$ cat config.mk
export PLATFORM = sky130hd
export DESIGN_NAME = output_channel_buffer_bank
export DESIGN_NICKNAME = d
export VERILOG_FILES = /design/src/rtl/output_channel_buffer_bank_pkg.sv /design/src/rtl/output_channel_buffer_bank_fifo.sv /design/src/rtl/output_channel_buffer_bank.sv
export SDC_FILE = /design/constraint.sdc
export NUM_CORES = 1
export LEC_CHECK = 0
export BUFFER_PORTS_ARGS = -buffer_cell sky130_fd_sc_hd__buf_2
export CORE_ASPECT_RATIO = 1.75
export CORE_UTILIZATION = 50
export CTS_BUF_LIST = sky130_fd_sc_hd__clkbuf_4 sky130_fd_sc_hd__clkbuf_8 sky130_fd_sc_hd__clkbuf_16
export DETAILED_ROUTE_END_ITERATION = 10
export PLACE_DENSITY = 0.69
export SYNTH_ARGS = -nofsm -noshare
export SYNTH_HDL_FRONTEND = slang
export SYNTH_SLANG_ARGS = --single-unit
$ cat constraint.sdc
create_clock -name clock -period 2.75 [get_ports clock]
set_input_delay 0.4125 -clock clock [delete_from_list [all_inputs] [get_ports clock]]
set_output_delay 0.4125 -clock clock [all_outputs]
set_load 0.005 [all_outputs]
$ cat src/rtl/output_channel_buffer_bank_pkg.sv
// Shared sizing constants for the PE write-back output channel buffers.
package output_channel_buffer_bank_pkg;

    localparam int TIA_NUM_OUTPUT_CHANNELS        = 4;
    localparam int TIA_WORD_WIDTH                 = 32;
    localparam int TIA_TAG_WIDTH                  = 2;
    localparam int TIA_CHANNEL_BUFFER_FIFO_DEPTH  = 4;
    localparam int TIA_CHANNEL_BUFFER_COUNT_WIDTH = 3;

    typedef struct packed {
        logic [TIA_TAG_WIDTH-1:0]  tag;
        logic [TIA_WORD_WIDTH-1:0] data;
    } tagged_word_t;

endpackage

$ cat src/rtl/output_channel_buffer_bank_fifo.sv
// Single-channel tagged FIFO with registered occupancy and a sticky overflow flag.
module output_channel_buffer_bank_fifo
    import output_channel_buffer_bank_pkg::*;
#(
    parameter int WORD_WIDTH  = TIA_WORD_WIDTH,
    parameter int TAG_WIDTH   = TIA_TAG_WIDTH,
    parameter int DEPTH       = TIA_CHANNEL_BUFFER_FIFO_DEPTH,
    parameter int COUNT_WIDTH = TIA_CHANNEL_BUFFER_COUNT_WIDTH
)
(
    input  logic                   clock,
    input  logic                   reset,
    input  logic                   enqueue,
    input  logic [TAG_WIDTH-1:0]   enqueue_tag,
    input  logic [WORD_WIDTH-1:0]  enqueue_data,
    output logic                   valid,
    output logic [TAG_WIDTH-1:0]   tag,
    output logic [WORD_WIDTH-1:0]  data,
    input  logic                   ready,
    output logic [COUNT_WIDTH-1:0] count,
    output logic                   overflow_error
);

    localparam int PTR_WIDTH = $clog2(DEPTH);
    localparam int ENTRY_WIDTH = TAG_WIDTH + WORD_WIDTH;

    logic [ENTRY_WIDTH-1:0] mem [DEPTH];
    logic [PTR_WIDTH-1:0]   rptr;
    logic [PTR_WIDTH-1:0]   wptr;
    logic                   full;
    logic                   deq;
    logic                   enq;

    assign valid = (count != '0);
    assign full  = (count == COUNT_WIDTH'(DEPTH));
    assign deq   = valid & ready;
    // A pop in the same cycle frees the slot, so a full channel still accepts.
    assign enq   = enqueue & (~full | deq);

    always_comb begin
        tag  = '0;
        data = '0;
        if (valid) begin
            {tag, data} = mem[rptr];
        end
    end

    always_ff @(posedge clock) begin
        if (enq) begin
            mem[wptr] <= {enqueue_tag, enqueue_data};
        end
    end

    always_ff @(posedge clock or negedge reset) begin
        if (!reset) begin
            rptr           <= '0;
            wptr           <= '0;
            count          <= '0;
            overflow_error <= 1'b0;
        end else begin
            if (enq) begin
                wptr <= wptr + PTR_WIDTH'(1);
            end
            if (deq) begin
                rptr <= rptr + PTR_WIDTH'(1);
            end
            case ({enq, deq})
                2'b10:   count <= count + COUNT_WIDTH'(1);
                2'b01:   count <= count - COUNT_WIDTH'(1);
                default: count <= count;
            endcase
            if (enqueue && full && !deq) begin
                overflow_error <= 1'b1;
            end
        end
    end

endmodule

$ cat src/rtl/output_channel_buffer_bank.sv
// Bank of independent output channel FIFOs fed by the write-back OCI mask (multicast capable).
module output_channel_buffer_bank
    import output_channel_buffer_bank_pkg::*;
#(
    parameter int NUM_CHANNELS = TIA_NUM_OUTPUT_CHANNELS,
    parameter int WORD_WIDTH   = TIA_WORD_WIDTH,
    parameter int TAG_WIDTH    = TIA_TAG_WIDTH,
    parameter int DEPTH        = TIA_CHANNEL_BUFFER_FIFO_DEPTH,
    parameter int COUNT_WIDTH  = TIA_CHANNEL_BUFFER_COUNT_WIDTH
)
(
    input  logic                                clock,
    input  logic                                reset,
    input  logic [NUM_CHANNELS-1:0]             enqueue_oci,
    input  logic [TAG_WIDTH-1:0]                enqueue_tag,
    input  logic [WORD_WIDTH-1:0]               enqueue_data,
    output logic [NUM_CHANNELS-1:0]             output_channel_valid,
    output logic [NUM_CHANNELS*TAG_WIDTH-1:0]   output_channel_tags,
    output logic [NUM_CHANNELS*WORD_WIDTH-1:0]  output_channel_data,
    input  logic [NUM_CHANNELS-1:0]             output_channel_ready,
    output logic [NUM_CHANNELS*COUNT_WIDTH-1:0] output_channel_counts,
    output logic [NUM_CHANNELS-1:0]             overflow_error
);

    for (genvar i = 0; i < NUM_CHANNELS; i++) begin : g_channel
        output_channel_buffer_bank_fifo #(
            .WORD_WIDTH  (WORD_WIDTH),
            .TAG_WIDTH   (TAG_WIDTH),
            .DEPTH       (DEPTH),
            .COUNT_WIDTH (COUNT_WIDTH)
        ) u_fifo (
            .clock          (clock),
            .reset          (reset),
            .enqueue        (enqueue_oci[i]),
            .enqueue_tag    (enqueue_tag),
            .enqueue_data   (enqueue_data),
            .valid          (output_channel_valid[i]),
            .tag            (output_channel_tags[i*TAG_WIDTH +: TAG_WIDTH]),
            .data           (output_channel_data[i*WORD_WIDTH +: WORD_WIDTH]),
            .ready          (output_channel_ready[i]),
            .count          (output_channel_counts[i*COUNT_WIDTH +: COUNT_WIDTH]),
            .overflow_error (overflow_error[i])
        );
    end

endmodule

# == After elaboration in Yosys (flattened, before gate mapping) ==
# Memories as Yosys holds them, arrays and structs flattened.
# Cells that the tools add are included.
# op_classes
n_mux,20
reduce_logical,20
add_sub_neg,16
n_eq_ne,12
bitwise_logic,16
# ops
operator,n
two-way mux 32 bit,4
one-hot mux 3 bit (2 select lines),4
adder 2 x 1 -> 2 bit (second input constant),8
adder 3 x 1 -> 3 bit (second input constant),4
equality test 3 bit (second input constant),4
nonzero test 3 bit,4
subtractor 3 x 1 -> 3 bit (second input constant),4
bitwise AND 1 bit,8
equality test 2 x 1 -> 1 bit (second input constant),4
equality test 2 bit (second input constant),4
logical AND 1 bit,8
two-way mux 1 bit,8
two-way mux 2 bit,4
nonzero test 2 bit,4
zero test 1 bit,4
inverter 1 bit,4
OR 1 bit,4
# totals
inputBits,44
mem_bits_rw,544
mem_count,4
elab_cells,104
register_bits,32
out_inout_bits,156
# mem_list
memory,depth,width,read_ports,rd_clocked_by_memory_dff,write_ports,line_no,text
g_channel[0].u_fifo.mem,4,34,1,0,1,output_channel_buffer_bank_fifo.sv:27,logic [ENTRY_WIDTH-1:0] mem [DEPTH];
g_channel[1].u_fifo.mem,4,34,1,0,1,output_channel_buffer_bank_fifo.sv:27,
g_channel[2].u_fifo.mem,4,34,1,0,1,output_channel_buffer_bank_fifo.sv:27,
g_channel[3].u_fifo.mem,4,34,1,0,1,output_channel_buffer_bank_fifo.sv:27,

# == Logic depth before layout (Yosys ltp) ==
# depth
depth_word,6
ltp_mapped,9
ltp_nobuf,9

# == By module ==
# Synthesis repeated with hierarchy kept, for this count alone.
# hier_totals
hier_cells,1077
area_unflattened_um2,22895.7
# modules_own_cells
module,area_each_um2,cells_each,seq_area_each_um2,n_inst
output_channel_buffer_bank_fifo at g_channel[1].u_fifo ...,5720.5,269,4284.1,3
output_channel_buffer_bank_fifo at g_channel[0].u_fifo,5734.2,270,4284.1,1

# == Worst setup path before layout ==
# OpenSTA, ideal clock, no wires.
# synth_path
path_type,register to register
from,reg g_channel[1].u_fifo.count[2]
to,"mem g_channel[1].u_fifo.mem[0][0] in the netlist's numbering, enable pin"
path_buffers,0
synth_period_minus_slack_ns,2.148
setup_slack_ns,0.602
stages_incl_launch_ff,4
setup_time_ns,0.394
t_arrival_ns,1.754
cell_sequence,dfrtp_1 -> nor4b_1 -> nor2b_1 -> and2_1
# synth_between
elab_chain_cells,6
# synth_rtl
element,line_no,text
start: declaration,output_channel_buffer_bank_fifo.sv:20,"output logic [COUNT_WIDTH-1:0] count,"
start signal: assignment,output_channel_buffer_bank_fifo.sv:68,2'b10: count <= count + COUNT_WIDTH'(1);
start signal: assignment,output_channel_buffer_bank_fifo.sv:69,2'b01: count <= count - COUNT_WIDTH'(1);
start signal: assignment,output_channel_buffer_bank_fifo.sv:70,default: count <= count;
nonzero test 3 bit / equality test 3 bit (equally long branches),"output_channel_buffer_bank_fifo.sv:34, output_channel_buffer_bank_fifo.sv:35",
bitwise AND 1 bit / inverter 1 bit (equally long branches),"output_channel_buffer_bank_fifo.sv:36, output_channel_buffer_bank_fifo.sv:38",
OR 1 bit *,output_channel_buffer_bank_fifo.sv:38,assign enq = enqueue & (~full | deq);
bitwise AND 1 bit *,output_channel_buffer_bank_fifo.sv:38,
two-way mux 1 bit *,output_channel_buffer_bank_fifo.sv:49,if (enq) begin
two-way mux 1 bit (implied by the code) *,output_channel_buffer_bank_fifo.sv:50,"mem[wptr] <= {enqueue_tag, enqueue_data};"
end: declaration,output_channel_buffer_bank_fifo.sv:27,
# Mark *: on every way between the ends. The rest lies on a longest branch, timed or not.

# == Worst setup path in the final report ==
# layout_path
from,reg g_channel[1].u_fifo.rptr[0]
to,out output_channel_data[34]
# layout_between
elab_chain_cells,2
# layout_rtl
element,line_no,text
start: declaration,output_channel_buffer_bank_fifo.sv:28,logic [PTR_WIDTH-1:0] rptr;
start signal: assignment,output_channel_buffer_bank_fifo.sv:65,rptr <= rptr + PTR_WIDTH'(1);
memory (4 x 34 bit),n/a,
two-way mux 32 bit,output_channel_buffer_bank_fifo.sv:43,if (valid) begin
end: declaration,output_channel_buffer_bank.sv:19,"output logic [NUM_CHANNELS*WORD_WIDTH-1:0] output_channel_data,"
# Every way passes these cells.

==> results.toml <==
[global_routing]
antenna_found_initial = 0
grt_max_degree = 37
use_met2_pct = 39.1
overflow = 0
grt_util_met1_pct = 26.4
grt_usage_pct = 21.7
grt_pass1_wl_mm = 71.1
grt_busiest_layer = "met2"
met3_usage_pct = 3.00
first_global_vias = 11276

[sta]
skew_ps = 21.3
hold_viol_final = 0
worst_pin_slew_ps = 1160
finalSetupViolCount = 0
setup-tns-final_ps = 0
maxSlewViolCount = 0
fin_crit_ps = 2670
finalCritPeriodShare_pct = 97.2
max_freq_mhz = 374
rsz0062_at_grt = "no"
relSlewSlack_pct = 22.6

[final_layout]
multi_input_area_sq_um = 4920
drive_above_1_share_pct = 34.7
filler_cell_count = 3231
fin_nets = 1318
antenna_cells = 0
syn_to_final_growth_pct = 14.2
ff_latch_area_sq_um = 17100
stdcell_area_sq_um = 25800

[die]
core-area_sq_um = 44400
start_util_pct = 50.9
fp.dieH_um = 283
ios = 200
rows = 102
die_w_um = 163
dieArea_sq_um = 46100

[drt]
wl_per_cell_um = 26.0
drtAntennaViolNets = 0
wl_mm = 48.4
vias = 10509
drt_iter0_markers = 743
post_drt_via_cell_ratio = 5.64
drc = 0
dr.pass1.iters = 4

[clock_network]
clockBufferDepth = 3
tritoncts = "yes"
clk_pin_slew_worst_paths_ps = 60
cts_made_buffers = 48
cts_max_level = 2
insertion_delay_ps = 580
numClockSinks = 576
cts_root_buf = "clkbuf_16"

[yosys]
yosys_register_bits = 576
syn_area_sq_um = 22600
synthCells = 1030
yosys_warnings = 0
synth_seq_area_share_pct = 75.8
synth_fp_nets = 1098
syn_avg_cell_area_sq_um = 22.0
yosysUniqueCellTypes = 25

[setup_path]
cp.arrival_ps = 2260
cp_max_fo = 17
critPathCaptureType = "output pin"
startpoint_type = "flip-flop"
path_class = "flip-flop to output pin"
r2r_slack_ps = 330
cp.required_ps = 2340

[power]
leakage_nw = 8.96
ir_drop_uv = 714
p_per_area_nw_per_um2 = 1120

[placed_design]
gp_congestion = 0.744
postPlaceCellArea_sq_um = 24200
port_buffers = 199
dp_hpwl_mm = 28.6

[min_path]
hold_path_class = "primary input to flip-flop"

[job]
cap_violations = 0

[status]
run_status = "completed"
[worst max-delay path: stages (launching register included)]
cell	delay [ps]
dfrtp_2	520
buf_16	230
mux4_1	570
and2_1	220
buf_2	140
[what timing repair did]
| action | in CTS | in global routing |
|---|---|---|
| hold endpoints to repair | 32 | 0 |
| buffers inserted | 2 | 0 |
| resized for setup | 0 | 3 |
| hold buffers | 1 | 0 |
| setup endpoints to repair | 2 | 16 |
| cloned | 0 | 1 |
[power breakdown]
part / switching [mW] / leakage, nW / total [mW] / internal, mW
clock: 3.01 / 0.791 / 6.80 / 3.79
sequential: 0.702 / 5.35 / 12.3 / 11.6
combinational: 5.09 / 2.82 / 9.83 / 4.73
total: 8.81 / 8.96 / 29.0 / 20.2
[cells in the final DEF, fill, tap and decap left out, drive strengths merged, types with 3 or more instances in the layout]
master and instances:
clkbuf 65, nand3 4, ha 20, clkinv 18, bufinv 3, mux2 4, nor2b 4, and2 156
dfrtp 32, xor2 12, or3 4, mux4 136, buf 224, a21o 4, xnor2 12, edfxtp 544
nor4b 4, fa 4, nor2 4, inv 27
[registers in the layout, indices dropped and copies added (netlist names)]
signal and cells:
g_channel.u_fifo.rptr 8, g_channel.u_fifo.count 12, g_channel.u_fifo.wptr 8, g_channel.u_fifo.overflow_error 4, g_channel.u_fifo.mem 544
[worst paths after layout]
kind	startpoint	end	depth (start not counted)
max	g_channel[1].u_fifo.rptr[0]	output_channel_data[34]	4
min	enqueue_oci[3]	g_channel[3].u_fifo.overflow_error	2
max reg2reg	g_channel[2].u_fifo.count[2]	g_channel[2].u_fifo.mem[2][2]	3
min in group asynchronous	reset	g_channel[1].u_fifo.count[0]	2
max in group asynchronous	reset	g_channel[0].u_fifo.rptr[1]	2
min reg2reg	g_channel[3].u_fifo.overflow_error	g_channel[3].u_fifo.overflow_error	1
[routing by layer]
layer / part of all wire, % / routed length, um
met1: 38 / 18300
met2: 54 / 26200
met3: 4.9 / 2360
met4: 3.2 / 1560
met5: 0 / 0
[per-stage QoR]
| step | instances | power, mW | utilization, % | hold WS [ps] | setup slack, ps |
|---|---|---|---|---|---|
| floorplan | 1030 | 18.5 | - | 117 | 602 |
| CTS | 1861 | 29.3 | 58.1 | 37.7 | 6.26 |
| finish | 1862 | 29.0 | 58.2 | 56.5 | 77.9 |
| global route | 1862 | 30.3 | 58.2 | 51.8 | 8.71 |
| detailed placement | 1768 | 22.5 | 54.5 | 442 | 261 |
| global placement | 1768 | 22.3 | 54.5 | 440 | 423 |
[cell families after synthesis]
| kind of cell | Yosys count | synth area share (%) |
|---|---|---|
| and+or+nand+nor | 178 | 4.88 |
| buffers and inverters | 80 | 2.55 |
| xor gates and xnor gates | 24 | 0.930 |
| DFF | 576 | 75.8 |
| AOI/OAI and AO/OA | 6 | 0.177 |
| muxes | 142 | 14.2 |
| adders and majority gates | 24 | 1.46 |
[synth_stat cells]
library cell | count | area [sq um]
a21o_1 | 4 | 30.0
and2_1 | 156 | 976
buf_12 | 12 | 240
buf_2 | 16 | 80.1
buf_4 | 8 | 60.1
buf_6 | 4 | 45.0
clkbuf_1 | 16 | 60.1
dfrtp_1 | 32 | 801
edfxtp_1 | 544 | 16300
fa_1 | 4 | 80.1
ha_1 | 20 | 250
inv_1 | 24 | 90.1
mux2_2 | 4 | 45.0
mux2i_1 | 2 | 20.0
mux4_1 | 24 | 631
mux4_2 | 112 | 2520
nand2_1 | 2 | 7.51
nand3_1 | 4 | 20.0
nor2_1 | 4 | 15.0
nor2b_1 | 4 | 25.0
nor4b_1 | 4 | 35.0
o21ai_0 | 2 | 10.0
or3_1 | 4 | 25.0
xnor2_1 | 12 | 105
xor2_1 | 12 | 105
[final cells by class]
type / instances / share of cell area, %
flip-flops and latches: 576 / 66.4
multi-input cells: 374 / 19.1
repair buffers: 226 / 5.36
clock buffers: 64 / 5.28
well taps: 572 / 2.77
clock inverters: 26 / 0.818
inverters: 24 / 0.349
No activity file was read; power rests on OpenSTA's default activity.
